### src/rtl/iob_counter_pkg.sv
// Shared counter definitions: overflow-handling mode encodings.
package iob_counter_pkg;

  typedef enum logic {
    MODE_WRAP = 1'b0,
    MODE_SAT  = 1'b1
  } mode_e;

endpackage

### src/rtl/iob_reg_are_n.sv
// Register with async active-low reset, clock enable, sync reset and load enable.
module iob_reg_are_n #(
  parameter int                DATA_W  = 1,
  parameter logic [DATA_W-1:0] RST_VAL = '0
) (
  input  logic              clk_i,
  input  logic              arst_n_i,
  input  logic              cke_i,
  input  logic              rst_i,
  input  logic              en_i,
  input  logic [DATA_W-1:0] data_i,
  output logic [DATA_W-1:0] data_o
);

  logic [DATA_W-1:0] data_q;

  always_ff @(posedge clk_i or negedge arst_n_i) begin
    if (!arst_n_i) begin
      data_q <= RST_VAL;
    end else if (cke_i) begin
      if (rst_i) begin
        data_q <= RST_VAL;
      end else if (en_i) begin
        data_q <= data_i;
      end
    end
  end

  assign data_o = data_q;

endmodule

### src/rtl/iob_counter_mod_ud.sv
// Up/down counter over [0, max_i] with variable step, load, wrap or saturate
// handling, a one-cycle event pulse and a sticky overflow flag.
module iob_counter_mod_ud
  import iob_counter_pkg::*;
#(
  parameter int                DATA_W   = 32,
  parameter logic [DATA_W-1:0] RST_VAL  = '0,
  parameter int                SATURATE = 0
) (
  input  logic              clk_i,
  input  logic              arst_n_i,
  input  logic              cke_i,
  input  logic              rst_i,
  input  logic              en_i,
  input  logic              dir_i,
  input  logic [DATA_W-1:0] step_i,
  input  logic [DATA_W-1:0] max_i,
  input  logic              ld_i,
  input  logic [DATA_W-1:0] ld_val_i,
  input  logic              clr_i,
  output logic [DATA_W-1:0] data_o,
  output logic              evt_o,
  output logic              ovf_o
);

  localparam mode_e           MODE = (SATURATE != 0) ? MODE_SAT : MODE_WRAP;
  localparam logic [DATA_W:0] ONE  = (DATA_W+1)'(1);

  logic [DATA_W-1:0] data_q, data_d, s;
  logic [DATA_W:0]   up_sum;
  logic              evt_q, evt_d, ovf_q, ovf_d;

  // Sums carry one extra bit so max_i+1 and data+s never truncate.
  always_comb begin
    s      = (step_i < max_i) ? step_i : max_i;
    up_sum = {1'b0, data_q} + {1'b0, s};
    data_d = data_q;
    evt_d  = 1'b0;
    if (ld_i) begin
      if (ld_val_i > max_i) begin
        data_d = max_i;
        evt_d  = 1'b1;
      end else begin
        data_d = ld_val_i;
      end
    end else if (en_i) begin
      if (data_q > max_i) begin
        data_d = max_i;
        evt_d  = 1'b1;
      end else if (dir_i) begin
        if (up_sum > {1'b0, max_i}) begin
          evt_d  = 1'b1;
          data_d = (MODE == MODE_SAT) ? max_i
                                      : DATA_W'(up_sum - {1'b0, max_i} - ONE);
        end else begin
          data_d = DATA_W'(up_sum);
        end
      end else begin
        if (data_q < s) begin
          evt_d  = 1'b1;
          data_d = (MODE == MODE_SAT) ? '0
                 : DATA_W'({1'b0, data_q} + {1'b0, max_i} + ONE - {1'b0, s});
        end else begin
          data_d = data_q - s;
        end
      end
    end
    // A new event wins over a simultaneous clear.
    ovf_d = evt_d | (ovf_q & ~clr_i);
  end

  iob_reg_are_n #(.DATA_W(DATA_W), .RST_VAL(RST_VAL)) u_data_reg (
    .clk_i    (clk_i),
    .arst_n_i (arst_n_i),
    .cke_i    (cke_i),
    .rst_i    (rst_i),
    .en_i     (ld_i | en_i),
    .data_i   (data_d),
    .data_o   (data_q)
  );

  iob_reg_are_n #(.DATA_W(1), .RST_VAL(1'b0)) u_evt_reg (
    .clk_i    (clk_i),
    .arst_n_i (arst_n_i),
    .cke_i    (cke_i),
    .rst_i    (rst_i),
    .en_i     (1'b1),
    .data_i   (evt_d),
    .data_o   (evt_q)
  );

  iob_reg_are_n #(.DATA_W(1), .RST_VAL(1'b0)) u_ovf_reg (
    .clk_i    (clk_i),
    .arst_n_i (arst_n_i),
    .cke_i    (cke_i),
    .rst_i    (rst_i),
    .en_i     (1'b1),
    .data_i   (ovf_d),
    .data_o   (ovf_q)
  );

  assign data_o = data_q;
  assign evt_o  = evt_q;
  assign ovf_o  = ovf_q;

endmodule

### config.mk
export PLATFORM = sky130hd
export DESIGN_NAME = iob_counter_mod_ud
export DESIGN_NICKNAME = d
export VERILOG_FILES = /design/src/rtl/iob_counter_pkg.sv /design/src/rtl/iob_reg_are_n.sv /design/src/rtl/iob_counter_mod_ud.sv
export SDC_FILE = /design/constraint.sdc
export NUM_CORES = 1
export LEC_CHECK = 0
export ABC_CLOCK_PERIOD_IN_PS = 5430
export CAP_MARGIN = 20
export CORE_ASPECT_RATIO = 1.25
export CORE_MARGIN = 2
export CORE_UTILIZATION = 39
export CTS_CLUSTER_SIZE = 20
export DETAILED_ROUTE_END_ITERATION = 12
export DONT_BUFFER_PORTS = 1
export GPL_TIMING_DRIVEN = 0
export PLACE_DENSITY = 0.59
export SETUP_SLACK_MARGIN = 0.5
export SLEW_MARGIN = 20
export SYNTH_ARGS = -nofsm -noshare
export SYNTH_HDL_FRONTEND = slang
export SYNTH_SLANG_ARGS = --single-unit
### constraint.sdc
create_clock -name clk_i -period 5.43 [get_ports clk_i]
set_clock_uncertainty 0.05 [all_clocks]
set_input_delay 1.086 -clock clk_i [delete_from_list [all_inputs] [get_ports clk_i]]
set_output_delay 1.086 -clock clk_i [all_outputs]
set_load 0.01 [all_outputs]
== Word-level counts from Yosys, hierarchy flattened ==
Cells that the tools add are included.

* Flip-flop bits (word level): 34
* Word-level logic and storage cells: 41
* Output and inout bits: 34
* Input port bits: 104

* Muxes and demuxes: 19
* Reductions and logical operators: 3
* $add $sub $neg: 7
* Bitwise logic cells: 4
* $lt $le $gt $ge: 5

{| class="wikitable"
|+ Operators with widths
! cell !! number
|-
| $mux W32 || 10
|-
| $sub A32 B32 Y32 || 3
|-
| $gt A32 B32 Y1 || 2
|-
| $lt A32 B32 Y1 || 2
|-
| $add A32 B32 Y33 || 1
|-
| $gt A33 B32 Y1 || 1
|-
| $add A32 B1 Y32 const B || 1
|-
| $add A32 B32 Y32 || 1
|-
| $sub A32 B1 Y32 const B || 1
|-
| $mux W1 || 9
|-
| $reduce_and A3 Y1 || 1
|-
| $reduce_bool A3 Y1 || 1
|-
| $or A1 B1 Y1 || 2
|-
| $reduce_bool A2 Y1 || 1
|-
| $and A1 B1 Y1 || 1
|-
| $not A1 Y1 || 1
|}

== Longest topological paths before layout ==
Gate-level depths: netlist (run 1).

* Word-level depth: 12
* Gate-level depth with buffers: 36
* Gate-level depth less buffers: 30

== Cells and area by module ==
Synthesis (run 1) repeated with hierarchy kept, for this count alone.

* Cell total of the unflattened synthesis: 1780
* Area total of the unflattened synthesis: 13533.0 µm²

{| class="wikitable"
|+ Modules (own cells, without submodules)
! module !! instances !! area an instance (µm²) !! cells each !! sequential area each (µm²)
|-
| iob_counter_mod_ud || 1 || 11558.6 || 1591 || 0.0
|-
| iob_reg_are_n at u_data_reg || 1 || 1869.3 || 179 || 800.8
|-
| iob_reg_are_n at u_evt_reg ... || 2 || 52.6 || 5 || 25.0
|}

== Worst setup path after synthesis (run 1) ==
Ideal clock, no wire load.

* Kind: in2reg
* Start point: input port max_i[12]
* End point: register u_data_reg.data_q[15] (netlist: u_data_reg.data_o[15])
* Stages on the path: 34
* Data arrival time: 7.846 ns
* Library setup time: 0.122 ns
* Data required time: 5.258 ns
* Path slack: -2.588 ns
* Buffers on the path: 5
* Cells stage by stage: inv_1 > ha_1 > a21o_1 > a211o_1 > a211oi_1 > nor2_1 > a31o_2 > a21boi_0 > clkbuf_1 > clkbuf_1 > nor2_1 > a21o_1 > ha_1 > buf_2 > o211ai_1 > o211a_1 > or4_1 > a2111oi_2 > o21ai_0 > a21oi_1 > o31a_1 > nor2_1 > ha_1 > clkbuf_1 > nand2_1 > nor2_1 > nand4_1 > nor4_1 > o21a_1 > a21oi_1 > nor2_1 > clkbuf_1 > o2111ai_1 > a32o_1

* Cells in the longest elaborated chain, start to end: 12
* Elaborated cells on any way between the ends: 22
* Classes of those cells: add/sub: 7; order compare: 5; mux: 10

{| class="wikitable"
|+ Ends and longest elaborated chain
! item !! line !! source
|-
| start: declaration || iob_counter_mod_ud.sv:17 || <nowiki>input logic [DATA_W-1:0] max_i,</nowiki>
|-
| $lt A32 B32 Y1 || iob_counter_mod_ud.sv:35 || <nowiki>s = (step_i < max_i) ? step_i : max_i;</nowiki>
|-
| $mux W32 || iob_counter_mod_ud.sv:35 ||
|-
| $add A32 B32 Y33 || iob_counter_mod_ud.sv:36 || <nowiki>up_sum = {1'b0, data_q} + {1'b0, s};</nowiki>
|-
| $sub A32 B32 Y32 || iob_counter_mod_ud.sv:54 || <nowiki>: DATA_W'(up_sum - {1'b0, max_i} - ONE);</nowiki>
|-
| $sub A32 B1 Y32 || iob_counter_mod_ud.sv:54 ||
|-
| $mux W32 || iob_counter_mod_ud.sv:51 || <nowiki>if (up_sum > {1'b0, max_i}) begin</nowiki>
|-
| $mux W32 || iob_counter_mod_ud.sv:50 || <nowiki>end else if (dir_i) begin</nowiki>
|-
| $mux W32 || iob_counter_mod_ud.sv:47 || <nowiki>if (data_q > max_i) begin</nowiki>
|-
| $mux W32 || iob_counter_mod_ud.sv:46 || <nowiki>end else if (en_i) begin</nowiki>
|-
| $mux W32 (*) || iob_counter_mod_ud.sv:39 || <nowiki>if (ld_i) begin</nowiki>
|-
| $mux W32 (*) || iob_reg_are_n.sv:23 || <nowiki>end else if (en_i) begin</nowiki>
|-
| $mux W32 (*) || iob_reg_are_n.sv:21 || <nowiki>if (rst_i) begin</nowiki>
|-
| end signal: assignment || iob_reg_are_n.sv:24 || <nowiki>data_q <= data_i;</nowiki>
|-
| end: declaration || iob_reg_are_n.sv:15 || <nowiki>logic [DATA_W-1:0] data_q;</nowiki>
|}

Every way passes the cells marked *; elsewhere a longest branch is shown, timed or not. The select of a mux whose other input is x is not followed.
A chain may end at the register's enable or synchronous reset.

== Worst setup path after layout (run 1) ==
* Start point: input port max_i[17]
* End point: register u_data_reg.data_q[13] (netlist: u_data_reg.data_o[13])

Same word-level chain as after synthesis.

==> flow_summary.yaml, run 1 <==
pwr:
  vdd_drop_max_mv: 0.400
  p_per_area_mw_per_mm2: 776
  p_leak_uw: 0.00699
sta:
  hold_viol_final: 0
  slew_headroom: 0.149
  finalCriticalPeriod_ps: 8000
  worst_slack_ps: -2570
  fin_tns_setup_ps: -84080
  fmax_mhz: 125
  setup_violations: 34
  tightest_slew_ps: 1280
  maxSlewViolCount: 0
  grt_setup_unrepaired: "yes"
  fin_crit_sh: 1.47
cells_and_area:
  filler_cell_count: 3388
  n_antenna_cell: 0
  final_common_cell: "ha_1"
  fin_nets: 2217
  drive_above_1_share: 0.153
  seqCellArea_sq_um: 851
  layout_common_cells: "ha_1, nor2_1, a21oi_1, inv_1, nand2_1"
  fin_cells: 2270
  area_growth_pct: 19.4
  multi_input_area_sq_mm: 0.0125
floorplan:
  core-area_sq_mm: 0.0334
  fp.dieH_microns: 209
  rows: 75
  die-area_sq_mm: 0.0351
  pin_count: 138
  start_util: 0.393
  fp.dieW_microns: 168
setup_path:
  critPathKind: "in -> reg"
  r2r_slack_ps: -20
  path_buf_inv: 6
  cp_max_fo: 8
  slowest_delay_ps: 570
  end_kind: "flop"
  start_kind: "input port"
  path_common_cell: "o211ai_1"
  critPathArrivalTime_ps: 8150
  worstPathRequired_ps: 5590
  cp_top_family: "compound AO/OA/AOI/OAI gates"
  crit_slowest_cell: "o211ai_1"
yosys:
  seq_area_frac_synth: 0.0648
  synth_edf_count: 0
  synthArstFlopShare: 1.00
  avgSynthCellArea_sq_um: 7.41
  synth_top_flop_cell: "dfrtp_1"
  synth_top_cell_by_area: "ha_1"
  synth_area_leaders: "ha_1, a21oi_1, dfrtp_1, fa_1, nor2_1"
  synth.yosys.warnings: 0
  synth_top_area_share: 0.222
  synth.ff_latch_count: 34
  syn_nets: 2143
  syn-cell-area_sq_mm: 0.0131
  yosys.cell_types.count: 87
  syn_inst: 1772
global_route:
  antenna_found_initial: 1
  overflow: 0
  grt_util_all_layers: 0.352
  grt_max_degree: 35
  grt_pass1_wl_mm: 92.3
  grt_pass1_vias: 14700
worst_hold_path:
  hp-class: "in -> async"
routing:
  route.detailed.drc: 0
  drt-initial-drc-count: 1510
  viasPerCell: 6.60
  vias: 15000
  drt_wl_total_mm: 64.1
  dr.pass1.iters: 6
  ant_nets: 0
  wire_per_inst_microns: 28.2
clocking:
  cts_made_buffers: 5
  insertion_delay_ps: 320
  cts.reportedPaths.clkPinSlew_ps: 80
  htreeDepth: 2
  root_buffer: "clkbuf_16"
  cts_tree: "yes"
  cts_sinks: 34
  clockBufferDepth: 2
  cts_hold_buf: 0
placement:
  port_buffers: 0
  dpl.cell_count: 2195
  globalplace.congestion: 1.07
  hpwl_mm: 49.6
outcome:
  violations: "negative setup slack"
  outcome: "complete, but fails checks"
run:
  drv_cap: 0
-- cell type report --
type,instances,area share
tap,423,0.0338
buffer,67,0.0316
multi-input combinational,1556,0.796
inverter,115,0.0302
timing repair buffer,67,0.0415
clock buffer,6,0.00886
clock inverter,2,0.00383
sequential,34,0.0543
-- power by group --
group          total (uW)  switching [uW]  internal (uW)
Clock                 443             165            277
Sequential            692             347            345
Combinational       11000            6400           4630
Total               12200            6910           5250
-- flip-flops by register name, summed over array words and instances, names as in the netlist --
name and count:
u_data_reg.data_o 32, u_ovf_reg.data_o 1, u_evt_reg.data_o 1
-- final timing paths --
| check | to | startpoint | depth (start not counted) |
|---|---|---|---|
| setup / recovery | u_data_reg.data_o[13]$_DFFE_PN0P_ | max_i[17] | 33 |
| hold / removal | u_data_reg.data_o[30]$_DFFE_PN0P_ | arst_n_i | 0 |
| setup reg to reg | u_data_reg.data_o[13]$_DFFE_PN0P_ | u_data_reg.data_o[2]$_DFFE_PN0P_ | 22 |
| hold reg to reg | u_ovf_reg.data_o$_DFFE_PN0P_ | u_ovf_reg.data_o$_DFFE_PN0P_ | 1 |
| max in group asynchronous | u_data_reg.data_o[16]$_DFFE_PN0P_ | arst_n_i | 0 |
| min in group clk_i | u_ovf_reg.data_o$_DFFE_PN0P_ | u_ovf_reg.data_o$_DFFE_PN0P_ | 1 |
-- Yosys cell counts (12+ instances only) --
library cell / instances
a211o_1: 12
a211oi_1: 36
a21o_1: 86
a21oi_1: 173
a221oi_1: 18
a31oi_1: 19
buf_2: 12
clkbuf_1: 51
dfrtp_1: 34
fa_1: 34
ha_1: 233
inv_1: 115
mux2i_1: 15
nand2_1: 99
nand2b_1: 20
nand3_1: 30
nand4_1: 26
nor2_1: 181
nor2b_1: 22
nor3_1: 50
o211ai_1: 22
o21a_1: 12
o21ai_0: 110
o21bai_1: 25
o31ai_1: 22
or2_2: 14
or3_1: 15
xnor2_1: 68
xor2_1: 34
-- metrics by stage --
stage	hold slack (ps)	setup WS, ps	total power (uW)	util	instance area (sq um)
5_1_grt	402	-2780	12800	0.469	15700
4_1_cts	410	-2540	11000	0.449	15000
6_report	402	-2570	12200	0.469	15700
2_1_floorplan	468	-1890	6800	-	13300
3_5_place_dp	491	-4430	9230	0.415	13900
3_3_place_gp	485	-4500	9160	0.415	13900
-- logic make-up after synthesis --
kind of cell             share of synthesized area
AO/OA/AOI/OAI                                0.332
XOR/XNOR                                    0.0681
adder cells (fa/ha/maj)                      0.274
buffers and inverters                       0.0543
flip-flops                                  0.0648
multiplexers                                0.0174
AND/OR/NAND/NOR                              0.189
-- routing by layer --
| metal | up-vias | GRT usage | share of wire |
|---|---|---|---|
| li1 | 6740 | - | - |
| met1 | 7097 | 0.410 | 0.37 |
| met2 | 888 | 0.572 | 0.45 |
| met3 | 260 | 0.0833 | 0.099 |
| met4 | 2 | 0.237 | 0.082 |
| met5 | - | 0 | 0.00078 |
-- what timing repair did --
item,4_1_cts,5_1_grt
resized for setup,118,108
pin swaps,44,46
setup buffers,43,19
endpoints found under the setup margin,34,34
gates cloned,4,1
Note: power is estimated with default switching activity, not from simulation.
==> run 2, diff against run 1 <==
==> constraint.sdc (replaced) <==
create_clock -name clk_i -period 5.43 [get_ports clk_i]
set_clock_uncertainty 0.05 [all_clocks]
set_input_delay 0.2715 -clock clk_i [delete_from_list [all_inputs] [get_ports clk_i]]
set_output_delay 0.2715 -clock clk_i [all_outputs]
set_load 0.01 [all_outputs]
==> flow_summary.yaml, run 2 (synthesis results as in run 1) <==
outcome:
  outcome: "complete, but fails checks"
  violations: "negative setup slack"
floorplan:
  fp.dieW_microns: 168
  start_util: 0.393
  core-area_sq_mm: 0.0334
  fp.dieH_microns: 209
  die-area_sq_mm: 0.0351
  rows: 75
  pin_count: 138
clocking:
  cts.reportedPaths.clkPinSlew_ps: 80
  insertion_delay_ps: 330
  cts_made_buffers: 5
  cts_tree: "yes"
  clockBufferDepth: 2
  htreeDepth: 2
  cts_sinks: 34
  root_buffer: "clkbuf_16"
sta:
  slew_headroom: 0.156
  setup_violations: 34
  fmax_mhz: 139
  fin_crit_sh: 1.33
  tightest_slew_ps: 1260
  grt_setup_unrepaired: "yes"
  worst_slack_ps: -1770
  hold_viol_final: 0
  finalCriticalPeriod_ps: 7200
  maxSlewViolCount: 0
setup_path:
  crit_slowest_cell: "o211ai_1"
  critPathArrivalTime_ps: 7360
  critPathKind: "in -> reg"
  slowest_delay_ps: 610
  end_kind: "flop"
  r2r_start: "u_data_reg.data_o[2]$_DFFE_PN0P_"
  cp_max_fo: 8
  r2r_end: "u_data_reg.data_o[13]$_DFFE_PN0P_"
  path_common_cell: "o211ai_1"
  start_kind: "input port"
  r2r_slack_ps: -20
  r2r_cells: 23
  worstPathRequired_ps: 5590
worst_hold_path:
  hp-class: "in -> reg"
  whs_path_depth: 2
  hold_start: "max_i[29]"
  min_to: "u_data_reg.data_o[29]$_DFFE_PN0P_"
global_route:
  grt_pass1_vias: 14700
  grt_pass1_wl_mm: 92.4
  grt_util_all_layers: 0.352
  antenna_found_initial: 1
  overflow: 0
  grt_max_degree: 35
pwr:
  p_per_area_mw_per_mm2: 772
  vdd_drop_max_mv: 0.408
  p_leak_uw: 0.00701
cells_and_area:
  fin_nets: 2217
  largest_reg_flops: 32
  final_util: 0.471
  drive_above_1_share: 0.155
  area_growth_pct: 19.8
  fin_cells: 2271
  layout_common_cells: "ha_1, nor2_1, a21oi_1, inv_1, nand2_1"
  final_common_cell: "ha_1"
routing:
  vias: 15000
  viasPerCell: 6.62
  dr.pass1.iters: 7
  ant_nets: 0
  drt_wl_total_mm: 63.9
  route.detailed.drc: 0
  drt-initial-drc-count: 1465
  wire_per_inst_microns: 28.2
placement:
  hpwl_mm: 49.6
  globalplace.congestion: 1.07
  dpl.cell_count: 2195
  port_buffers: 0
run:
  drv_cap: 0
## run 2: changes by cell type in the layout (fill, tap and decap cells not counted), sizes merged
cell         delta
diode           +1
buf             -1
dlygate4sd3     +1
## run 2: metal layers
layer / part of all wire / track usage / up-vias / routed length, microns
met4: 0.081 / 0.237 / 2 / 5160
li1: - / - / 6754 / -
met2: 0.45 / 0.572 / 886 / 28700
met3: 0.096 / 0.0845 / 246 / 6110
met5: 0.00017 / 0 / - / 11
met1: 0.37 / 0.410 / 7152 / 23900
## run 2: what timing repair did
item                                    4_1_cts  5_1_grt
pin swaps                                    44       44
gates cloned                                  4        1
buffers inserted                             43       17
hold endpoints to repair                     34        0
hold buffers                                  2        0
gates resized for setup                     118      114
endpoints found under the setup margin       34       34
## run 2: final cells by class
type / instances / area (sq um)
Inverter: 115 / 473
Sequential cell: 34 / 851
Timing Repair Buffer: 67 / 656
Clock inverter: 2 / 60.1
Fill cell: 3384 / 17700
Clock buffer: 6 / 139
Multi-Input combinational cell: 1556 / 12500
Buffer: 67 / 499
Antenna cell: 1 / 2.50
Tap cell: 423 / 529
## run 2: how the worst max path moves through the flow
stage | startpoint | to | slack, ps | cells after the start
CTS | max_i[17] | u_data_reg.data_o[6]$_DFFE_PN0P_ | -1720 | 38
floorplan | max_i[17] | u_data_reg.data_o[13]$_DFFE_PN0P_ | -1070 | 34
global placement | max_i[25] | u_data_reg.data_o[8]$_DFFE_PN0P_ | -3680 | 32
global route | max_i[17] | u_data_reg.data_o[13]$_DFFE_PN0P_ | -1910 | 35
finish | max_i[17] | u_data_reg.data_o[13]$_DFFE_PN0P_ | -1770 | 34
detailed placement | max_i[25] | u_data_reg.data_o[8]$_DFFE_PN0P_ | -3620 | 32
## run 2: where the power goes
part	internal, uW	switching (uW)
combinational	4600	6400
sequential	345	345
clock	277	169
## run 2: stage by stage
step	setup WS [ps]	TNS (ps)	hold WS, ps	total power, uW	instance area, sq um
after global routing	-1910	-60810	52.8	12800	15700
after detailed placement	-3620	-115430	-70.9	9230	13900
final	-1770	-56440	37.0	12100	15700
after floorplan	-1070	-33040	-74.1	6800	13300
after CTS	-1720	-54000	51.1	11000	15000
after global placement	-3680	-115540	-71.5	9160	13900
## run 2: critical path: cells and delay by family
kind                       cells  cell delay, ps
AOI/OAI and AO/OA             15            3360
and+or+nand+nor                7            1260
adders and majority gates      4            1120
buffers and inverters          6             890
muxes                          2             390
